--- src/rtl/paddle_pkg.sv ---
// paddle_pkg: shared FSM state type and default parameters for the paddle controllers.
`default_nettype none

package paddle_pkg;

  typedef enum logic [1:0] {
    ST_IDLE   = 2'd0,
    ST_DELAY  = 2'd1,
    ST_REPEAT = 2'd2,
    ST_AUTO   = 2'd3
  } paddle_state_t;

  localparam int DEF_POS_W        = 4;
  localparam int DEF_POS_MIN      = 1;
  localparam int DEF_POS_MAX      = 8;
  localparam int DEF_POS_RESET    = 4;
  localparam int DEF_REPEAT_DELAY = 8;
  localparam int DEF_REPEAT_RATE  = 4;

  function automatic int max_int(input int a, input int b);
    return (a > b) ? a : b;
  endfunction

endpackage

`default_nettype wire

--- src/rtl/hold_repeat_timer.sv ---
// hold_repeat_timer: loadable down-counter with zero flag; load wins over decrement.
`default_nettype none

module hold_repeat_timer #(
  parameter int W = 4
) (
  input  logic         clk,
  input  logic         reset,
  input  logic         load,
  input  logic [W-1:0] load_val,
  input  logic         dec,
  output logic         zero
);

  logic [W-1:0] count;

  always_ff @(posedge clk) begin
    if (reset) begin
      count <= '0;
    end else if (load) begin
      count <= load_val;
    end else if (dec && (count != '0)) begin
      count <= count - W'(1);
    end
  end

  assign zero = (count == '0);

endmodule

`default_nettype wire

--- src/rtl/paddle_ctrl.sv ---
// paddle_ctrl: button-driven paddle position with hold delay and auto-repeat.
// Optional ball-tracking mode compiled in with PADDLE_AUTO_EN.
`default_nettype none

module paddle_ctrl
  import paddle_pkg::*;
#(
  parameter int POS_W        = DEF_POS_W,
  parameter int POS_MIN      = DEF_POS_MIN,
  parameter int POS_MAX      = DEF_POS_MAX,
  parameter int POS_RESET    = DEF_POS_RESET,
  parameter int REPEAT_DELAY = DEF_REPEAT_DELAY,
  parameter int REPEAT_RATE  = DEF_REPEAT_RATE
) (
  input  logic             clk,
  input  logic             reset,
  input  logic             up,
  input  logic             down,
`ifdef PADDLE_AUTO_EN
  input  logic             auto,
  input  logic [POS_W-1:0] ball_pos,
`endif
  output logic [POS_W-1:0] lutin,
  output logic             at_top,
  output logic             at_bottom,
  output logic             moving
);

  localparam int CW = $clog2(max_int(REPEAT_DELAY, REPEAT_RATE) + 1);
  localparam logic [CW-1:0]    DLY_LOAD = CW'(REPEAT_DELAY - 1);
  localparam logic [CW-1:0]    RPT_LOAD = CW'(REPEAT_RATE - 1);
  localparam logic [POS_W-1:0] PMIN     = POS_W'(POS_MIN);
  localparam logic [POS_W-1:0] PMAX     = POS_W'(POS_MAX);
  localparam logic [POS_W-1:0] PRST     = POS_W'(POS_RESET);

  paddle_state_t    state, state_next;
  logic             dir_q, dir_next;      // 1 = up, 0 = down
  logic             req;
  logic             step_en, step_up;
  logic             ld, dec, cnt_zero;
  logic [CW-1:0]    ld_val;
  logic [POS_W-1:0] pos_next;

  assign req = up ^ down;

`ifdef PADDLE_AUTO_EN
  logic [POS_W-1:0] target;
  always_comb begin
    target = ball_pos;
    if (ball_pos < PMIN) target = PMIN;
    else if (ball_pos > PMAX) target = PMAX;
  end
`endif

  hold_repeat_timer #(.W(CW)) u_timer (
    .clk      (clk),
    .reset    (reset),
    .load     (ld),
    .load_val (ld_val),
    .dec      (dec),
    .zero     (cnt_zero)
  );

  always_comb begin
    state_next = state;
    dir_next   = dir_q;
    step_en    = 1'b0;
    step_up    = 1'b0;
    ld         = 1'b0;
    ld_val     = DLY_LOAD;
    dec        = 1'b0;
`ifdef PADDLE_AUTO_EN
    if (auto) begin
      state_next = ST_AUTO;
      if ((state != ST_AUTO) || cnt_zero) begin
        ld      = 1'b1;
        ld_val  = RPT_LOAD;
        step_en = (target != lutin);
        step_up = (target > lutin);
      end else begin
        dec = 1'b1;
      end
    end else
`endif
    begin
      case (state)
        ST_IDLE: begin
          if (req) begin
            step_en    = 1'b1;
            step_up    = up;
            dir_next   = up;
            ld         = 1'b1;
            state_next = ST_DELAY;
          end
        end
        ST_DELAY, ST_REPEAT: begin
          if (!req) begin
            state_next = ST_IDLE;
          end else if (up != dir_q) begin
            // reversal restarts the press sequence in the new direction
            step_en    = 1'b1;
            step_up    = up;
            dir_next   = up;
            ld         = 1'b1;
            state_next = ST_DELAY;
          end else if (cnt_zero) begin
            step_en    = 1'b1;
            step_up    = dir_q;
            ld         = 1'b1;
            ld_val     = RPT_LOAD;
            state_next = ST_REPEAT;
          end else begin
            dec = 1'b1;
          end
        end
        default: state_next = ST_IDLE;
      endcase
    end
  end

  always_comb begin
    pos_next = lutin;
    if (step_en) begin
      if (step_up) begin
        if (lutin < PMAX) pos_next = lutin + POS_W'(1);
      end else begin
        if (lutin > PMIN) pos_next = lutin - POS_W'(1);
      end
    end
  end

  always_ff @(posedge clk) begin
    if (reset) begin
      state     <= ST_IDLE;
      dir_q     <= 1'b0;
      lutin     <= PRST;
      at_top    <= (PRST == PMAX);
      at_bottom <= (PRST == PMIN);
      moving    <= 1'b0;
    end else begin
      state     <= state_next;
      dir_q     <= dir_next;
      lutin     <= pos_next;
      at_top    <= (pos_next == PMAX);
      at_bottom <= (pos_next == PMIN);
      moving    <= (pos_next != lutin);
    end
  end

endmodule

`default_nettype wire

--- config.mk ---
export PLATFORM = sky130hd
export DESIGN_NAME = paddle_ctrl
export DESIGN_NICKNAME = d
export VERILOG_FILES = /design/src/rtl/paddle_pkg.sv /design/src/rtl/hold_repeat_timer.sv /design/src/rtl/paddle_ctrl.sv
export SDC_FILE = /design/constraint.sdc
export NUM_CORES = 1
export LEC_CHECK = 0
export CAP_MARGIN = 15
export CORE_ASPECT_RATIO = 0.9
export CORE_MARGIN = 2
export CORE_UTILIZATION = 49
export DETAILED_ROUTE_END_ITERATION = 10
export MAX_ROUTING_LAYER = met4
export PLACE_DENSITY_LB_ADDON = 0.25
export SLEW_MARGIN = 40
export SYNTH_ARGS = -nofsm -noshare
export SYNTH_HDL_FRONTEND = slang
export SYNTH_SLANG_ARGS = --single-unit
--- constraint.sdc ---
create_clock -name clk -period 3.2 [get_ports clk]
set_input_delay 0.64 -clock clk [delete_from_list [all_inputs] [get_ports clk]]
set_output_delay 0.64 -clock clk [all_outputs]
set_load 0.05 [all_outputs]
==> impl_results.md, run 1 <==
- Routed via count: between 800 and 900
- Wirelength per Cell: around 12 µm
- Pre-CTS WS: 461 ps
- Final RePlAce weighted congestion: 0.832
- Largest net degree at the start of global routing: 15
- Die Y: 46.2 µm
- Met2 WL: ~690 µm
- Max Clk Rate: 406 MHz
- Sequential share of power: 33.7%
- Setup_tns: 0 ps
- Final WS setup: 739 ps
- Crit-path slowest cell: clkdlybuf4s50_1
- DP Wirelength: approximately 1300 µm
- Share of layout cells above drive strength 1: between 10% and 20%
- Final Skew: between 2 and 2.5 ps
- DR WL met3: 82 µm
- Mapped cell area: 968 µm²
- Final min period: 2460 ps
- Die ar.: 0.00235 mm²
- Multi-input gate area: about 630 µm²
- Nets: 136
- Max VDD drop: between 0.3 and 0.4 mV
- Switch Pwr: 0.319 mW
- # clock sinks: 14
- Met1 Wirelength: roughly 930 µm
- Setup Viol. Count Final: 0
- DP Cell Count: between 100 and 150
- Inserted Clock Buffers: 3
- Reg clk slew, reported paths: 80 ps
- Hold_buf cts: 0
- Top sig layer: met4
- Top cells by area, synth: dfxtp_1 (29%), ha_1 (9.0%), nor2_1 (5.8%), a21oi_1 (3.6%), inv_1 (3.5%)
- Commonest cells post-synth: nor2_1 (15), dfxtp_1 (14), inv_1 (9)
- Critical path endpoint category: flop
- CP delay by family, top: buffers and inverters
- Yosys cell types: 41
- Crit path arrival time: approximately 2600 ps
- GR Overflow Total: 0
- Pre-antenna DRT Iters: 6
- Fin cells: 148
- Top_reg_cell synth: dfxtp_1
- RSZ-0062 raised after global routing: no
- Initial antenna violation count: 0
- Hold Crit Class: flop to flop
- Synth area leader: dfxtp_1
- Switching share of total power: 44.0%
- CP max FO: 8
- Total internal power: around 0.41 mW
- Comb pwr share: a little over half
- Gr usage total: 17.5%
- Clock Latency Late Sink: 280 ps
- Setup Buffers After CTS: 0
- Worst endpoint required time: 3340 ps
- Final worst-path cycle share: 76.9%
- Final Max Slew Viols: 0
- CP startpoint kind: primary input
- Max-cap violation count: 0
- Post-Syn Nets: roughly 130
- Post-DRT Antenna Nets: 0
- Synth async-reset ratio: 0%
- Total power: 0.724 mW
- Starting Density: 51.1%
- Setup CP Type: primary input to flop
- Antenna Cells: 0
- Post-route DRC: 0
- CTS tree: built
- LEAKAGE: ~0.42 nW
- Max-slew headroom: 63.8%
- Ys Warns: 0
- Layout area overhead: 13.7%
- Clock Tree Buf Depth: 2
- Mapped Cells: 114
- PD cells: 658 mW/mm²
- Critical path buffers and inverters: 2
- H-Tree Depth: 1
- Status: completed
- Floorplan core area: between 0.0015 and 0.002 mm²
- Syn_area_per_cell: 8.49 µm²
- Buffers on Ports: 10
- Fillers: approximately 180
- Final Hold Viols: 0
- Worst-margin pin slew: 541 ps
- Final wirelength: 1730 µm
- Most instantiated library cell after synthesis: nor2_1
- Seq cells post-synth: 14
- Vias/cell: 5.43
- CP max stage delay: 610 ps
- I/O pin cnt: 11
- Post-synth top area share: 28.9%
- Reg area: 280 µm²
- Post-synth EDFFs: 0
- Register area share after synthesis: between 20 and 30%
- CTS resizes: 0
- Row count: 15
- DIE WIDTH: approximately 50 µm
- Iter 0 DRT Violations: 15
- Clock network power share: a little over an eighth
- CP cell instances: clkdlybuf4s50_1, xor2_1, nor3_2, nor4_4, buf_4, nor3_1, a31oi_1, nor4b_2
- Number of global-route vias before repair: 663
- First-pass GRT wire length: around 2900 µm
- Clock Tree Root: clkbuf_4
==> power groups by stage <==
stage                     sequential (mW)  combinational (mW)  clock [mW]
after global placement              0.247               0.375           0
after detailed placement            0.249               0.379           0
after floorplan                     0.302               0.242           0
after global routing                0.251               0.421       0.106
final                               0.244               0.382      0.0978
after CTS                           0.244               0.381       0.100
==> routing by layer <==
layer	vias up	global-route usage, %
met5	-	-
met4	0	8.11
met3	4	2.92
met2	21	24.5
met1	357	24.4
li1	421	-
==> layout by cell type (no fill, tap or decap), drive strengths merged, types with 2 or more instances in the layout <==
| cell | count |
|---|---|
| nand3b | 2 |
| nand2b | 2 |
| clkdlybuf4s50 | 10 |
| nor3 | 5 |
| a31o | 2 |
| nand2 | 6 |
| o211ai | 2 |
| a21oi | 7 |
| nor2 | 15 |
| xnor2 | 4 |
| inv | 9 |
| dfxtp | 14 |
| nor3b | 2 |
| a21boi | 2 |
| nor4 | 4 |
| a31oi | 2 |
| mux2i | 3 |
| o21a | 2 |
| clkbuf | 3 |
| ha | 7 |
| o21ai | 8 |
==> metrics by stage <==
stage          utilization, %  area [µm²]  hold slack [ps]
6_report                 58.1        1100              555
5_1_grt                  58.1        1100              592
4_1_cts                  58.1        1100              559
3_5_place_dp             56.9        1080              545
3_3_place_gp             56.9        1080              529
2_1_floorplan               -         968              505
==> cell type report <==
| type | count | share of cell area, % |
|---|---|---|
| Multi-Input combinational cell | 86 | 56.8 |
| Sequential cell | 14 | 25.5 |
| Timing Repair Buffer | 11 | 9.77 |
| Inverter | 9 | 3.07 |
| Tap cell | 25 | 2.84 |
| Clock buffer | 3 | 2.05 |
==> final timing paths <==
kind | start | endpoint | slack, ps | cells past startpoint
max | up | at_top | 740 | 8
min | state[1] | state[1] | 560 | 2
max reg2reg | u_timer.count[0] | at_top | 1040 | 9
min reg2reg | state[1] | state[1] | 560 | 2
==> kinds of logic (layout without fill, tap and decap cells) <==
kind of cell	after synthesis	count (layout)	synth area share, %
mux	3	3	3.10
fa+ha+maj	7	7	9.04
simple gates	42	42	27.9
xor+xnor	5	5	5.30
flops	14	14	28.9
compound gates	29	29	19.3
buf+inv	14	23	6.46
==> worst register-to-register path, delay by kind of cell (launching register included) <==
| kind | cells | cell delay (ps) |
|---|---|---|
| and+or+nand+nor | 5 | 960 |
| buffers and inverters | 2 | 310 |
| adders and majority gates | 1 | 170 |
| AOI/OAI and AO/OA | 1 | 260 |
| DFF | 1 | 340 |
==> flip-flops by register name, summed over array words and instances, names as in the netlist <==
register,count
lutin,4
u_timer.count,4
state,2
at_bottom,1
at_top,1
dir_q,1
moving,1
No activity file was read; power rests on OpenSTA's default activity.
==> run 2: changes to the inputs <==
Clock period 3.2 ns to 2.4 ns, I/O delays scaled along.
==> impl_results.md, run 2 (same netlist as run 1, synthesis figures left out) <==
- Wirelength per Cell: 12.5 µm
- Crit-path slowest cell: clkdlybuf4s50_1
- Layout area overhead: 18.2%
- Row count: 15
- CTS tree: built
- Final wirelength: 1920 µm
- Max Clk Rate: between 400 and 500 MHz
- Share of layout cells above drive strength 1: 14.8%
- Final Hold Viols: 0
- Antenna Cells: 0
- Crit path arrival time: 2350 ps
- Status: completed
- CP max FO: 4
- Commonest non-fill, non-tap cell in the layout: nor2_1
- Max-slew headroom: a little under two thirds
- Die ar.: ~0.0023 mm²
- Buffers on Ports: 10
- Setup Viol. Count Final: 0
- Final instance area: 0.00114 mm²
- First-pass GRT wire length: ~3200 µm
- Hold Startpoint: state[1]
- Total power: 1.03 mW
- Final worst-path cycle share: 91.6%
- PD cells: 897 mW/mm²
- Die Y: 46.2 µm
- H-Tree Depth: 1
- Floorplan core area: 0.00190 mm²
- # clock sinks: 14
- Hold_buf cts: 0
- Final RePlAce weighted congestion: 0.843
- Nets: 140
- Max VDD drop: 0.439 mV
- I/O pin cnt: 11
- CP max stage delay: 550 ps
- Post-route DRC: 0
- RSZ-0062 raised after global routing: no
- Clock Latency Late Sink: around 280 ps
- Hold Crit Class: flop to flop
- Commonest non-fill, non-tap cells in the layout: nor2_1 (15), dfxtp_1 (14), clkdlybuf4s50_1 (10), inv_1 (9)
- Largest net degree at the start of global routing: 15
- Vias/cell: approximately 5.4
- Initial antenna violation count: 0
- Post-DRT Antenna Nets: 0
- Pre-CTS WS: -67.8 ps
- GR Overflow Total: 0
- Routed via count: 829
- Largest regs: lutin x4, u_timer.count x4, state x2
- Pre-antenna DRT Iters: 4
- Worst endpoint required time: 2550 ps
- DP Wirelength: between 1000 and 1500 µm
- Inserted Clock Buffers: 3
- Reg clk slew, reported paths: about 90 ps
- Final min period: 2200 ps
- Max-cap violation count: 0
- DIE WIDTH: 50.9 µm
- Clock Tree Root: clkbuf_4
- Iter 0 DRT Violations: 32
- Final Max Slew Viols: 0
- Starting Density: 51.1%
- Placed cell area: 0.00111 mm²
- Worst R2R Start: lutin[0]
- Final WS setup: 201 ps
- Critical path buffers and inverters: 1
- Critical path endpoint category: flop
- LEAKAGE: 0.444 nW
- Worst-margin pin slew: about 540 ps
- Final Skew: 4.19 ps
- CTS resizes: 0
- Number of global-route vias before repair: 700
- Setup Buffers After CTS: 0
- Clock Tree Buf Depth: 2
- Setup CP Type: primary input to flop
- CP cell instances: clkdlybuf4s50_1, nor3b_2, o21a_1, o21ai_0, a31o_1, a31oi_1, nor4b_2
- CP startpoint kind: primary input
- Crit path launch: up
- CP delay by family, top: compound AO/OA/AOI/OAI gates
- Gr usage total: 18.4%
## run 2: routing by layer
layer	up-vias	GRT usage (%)	share of wire, %
met5	-	-	0
met4	0	8.11	0.68
met3	2	1.95	4.1
met2	17	26.8	44
met1	379	26.0	51
li1	431	-	-
## run 2: area by class of cell
| class | count | area, µm² |
|---|---|---|
| Timing Repair Buffer | 15 | 138 |
| Fill cell | 169 | 751 |
| Inverter | 9 | 33.8 |
| Multi-Input combinational cell | 86 | 626 |
| Tap cell | 25 | 31.3 |
| Clock buffer | 4 | 36.3 |
| Sequential cell | 14 | 280 |
## run 2: metrics by stage
step | hold slack [ps] | TNS (ps) | util [%] | instances
2_1_floorplan | 505 | 0 | - | 114
3_3_place_gp | 534 | -5.68 | 58.5 | 149
3_5_place_dp | 544 | -131 | 58.5 | 149
4_1_cts | 571 | 0 | 60.4 | 153
5_1_grt | 611 | 0 | 60.4 | 153
6_report | 560 | 0 | 60.4 | 153
## run 2: worst paths after layout
kind	endpoint	slack [ps]	cells after the start
worst min register to register	state[1]	560	2
worst max-delay path	at_top	200	7
worst max register to register	at_top	280	8
worst min-delay path	state[1]	560	2
## run 2: where the power goes
part	internal, mW	switching [mW]	leakage (nW)
clock	0.0922	0.0802	0.0210
combinational	0.216	0.309	0.308
sequential	0.275	0.0545	0.115
total	0.583	0.444	0.444
## run 2: worst min-delay path, cell delays in order, from the launching register on
cell,delay (ps)
dfxtp_1,350
a21oi_1,130
nor2_1,40
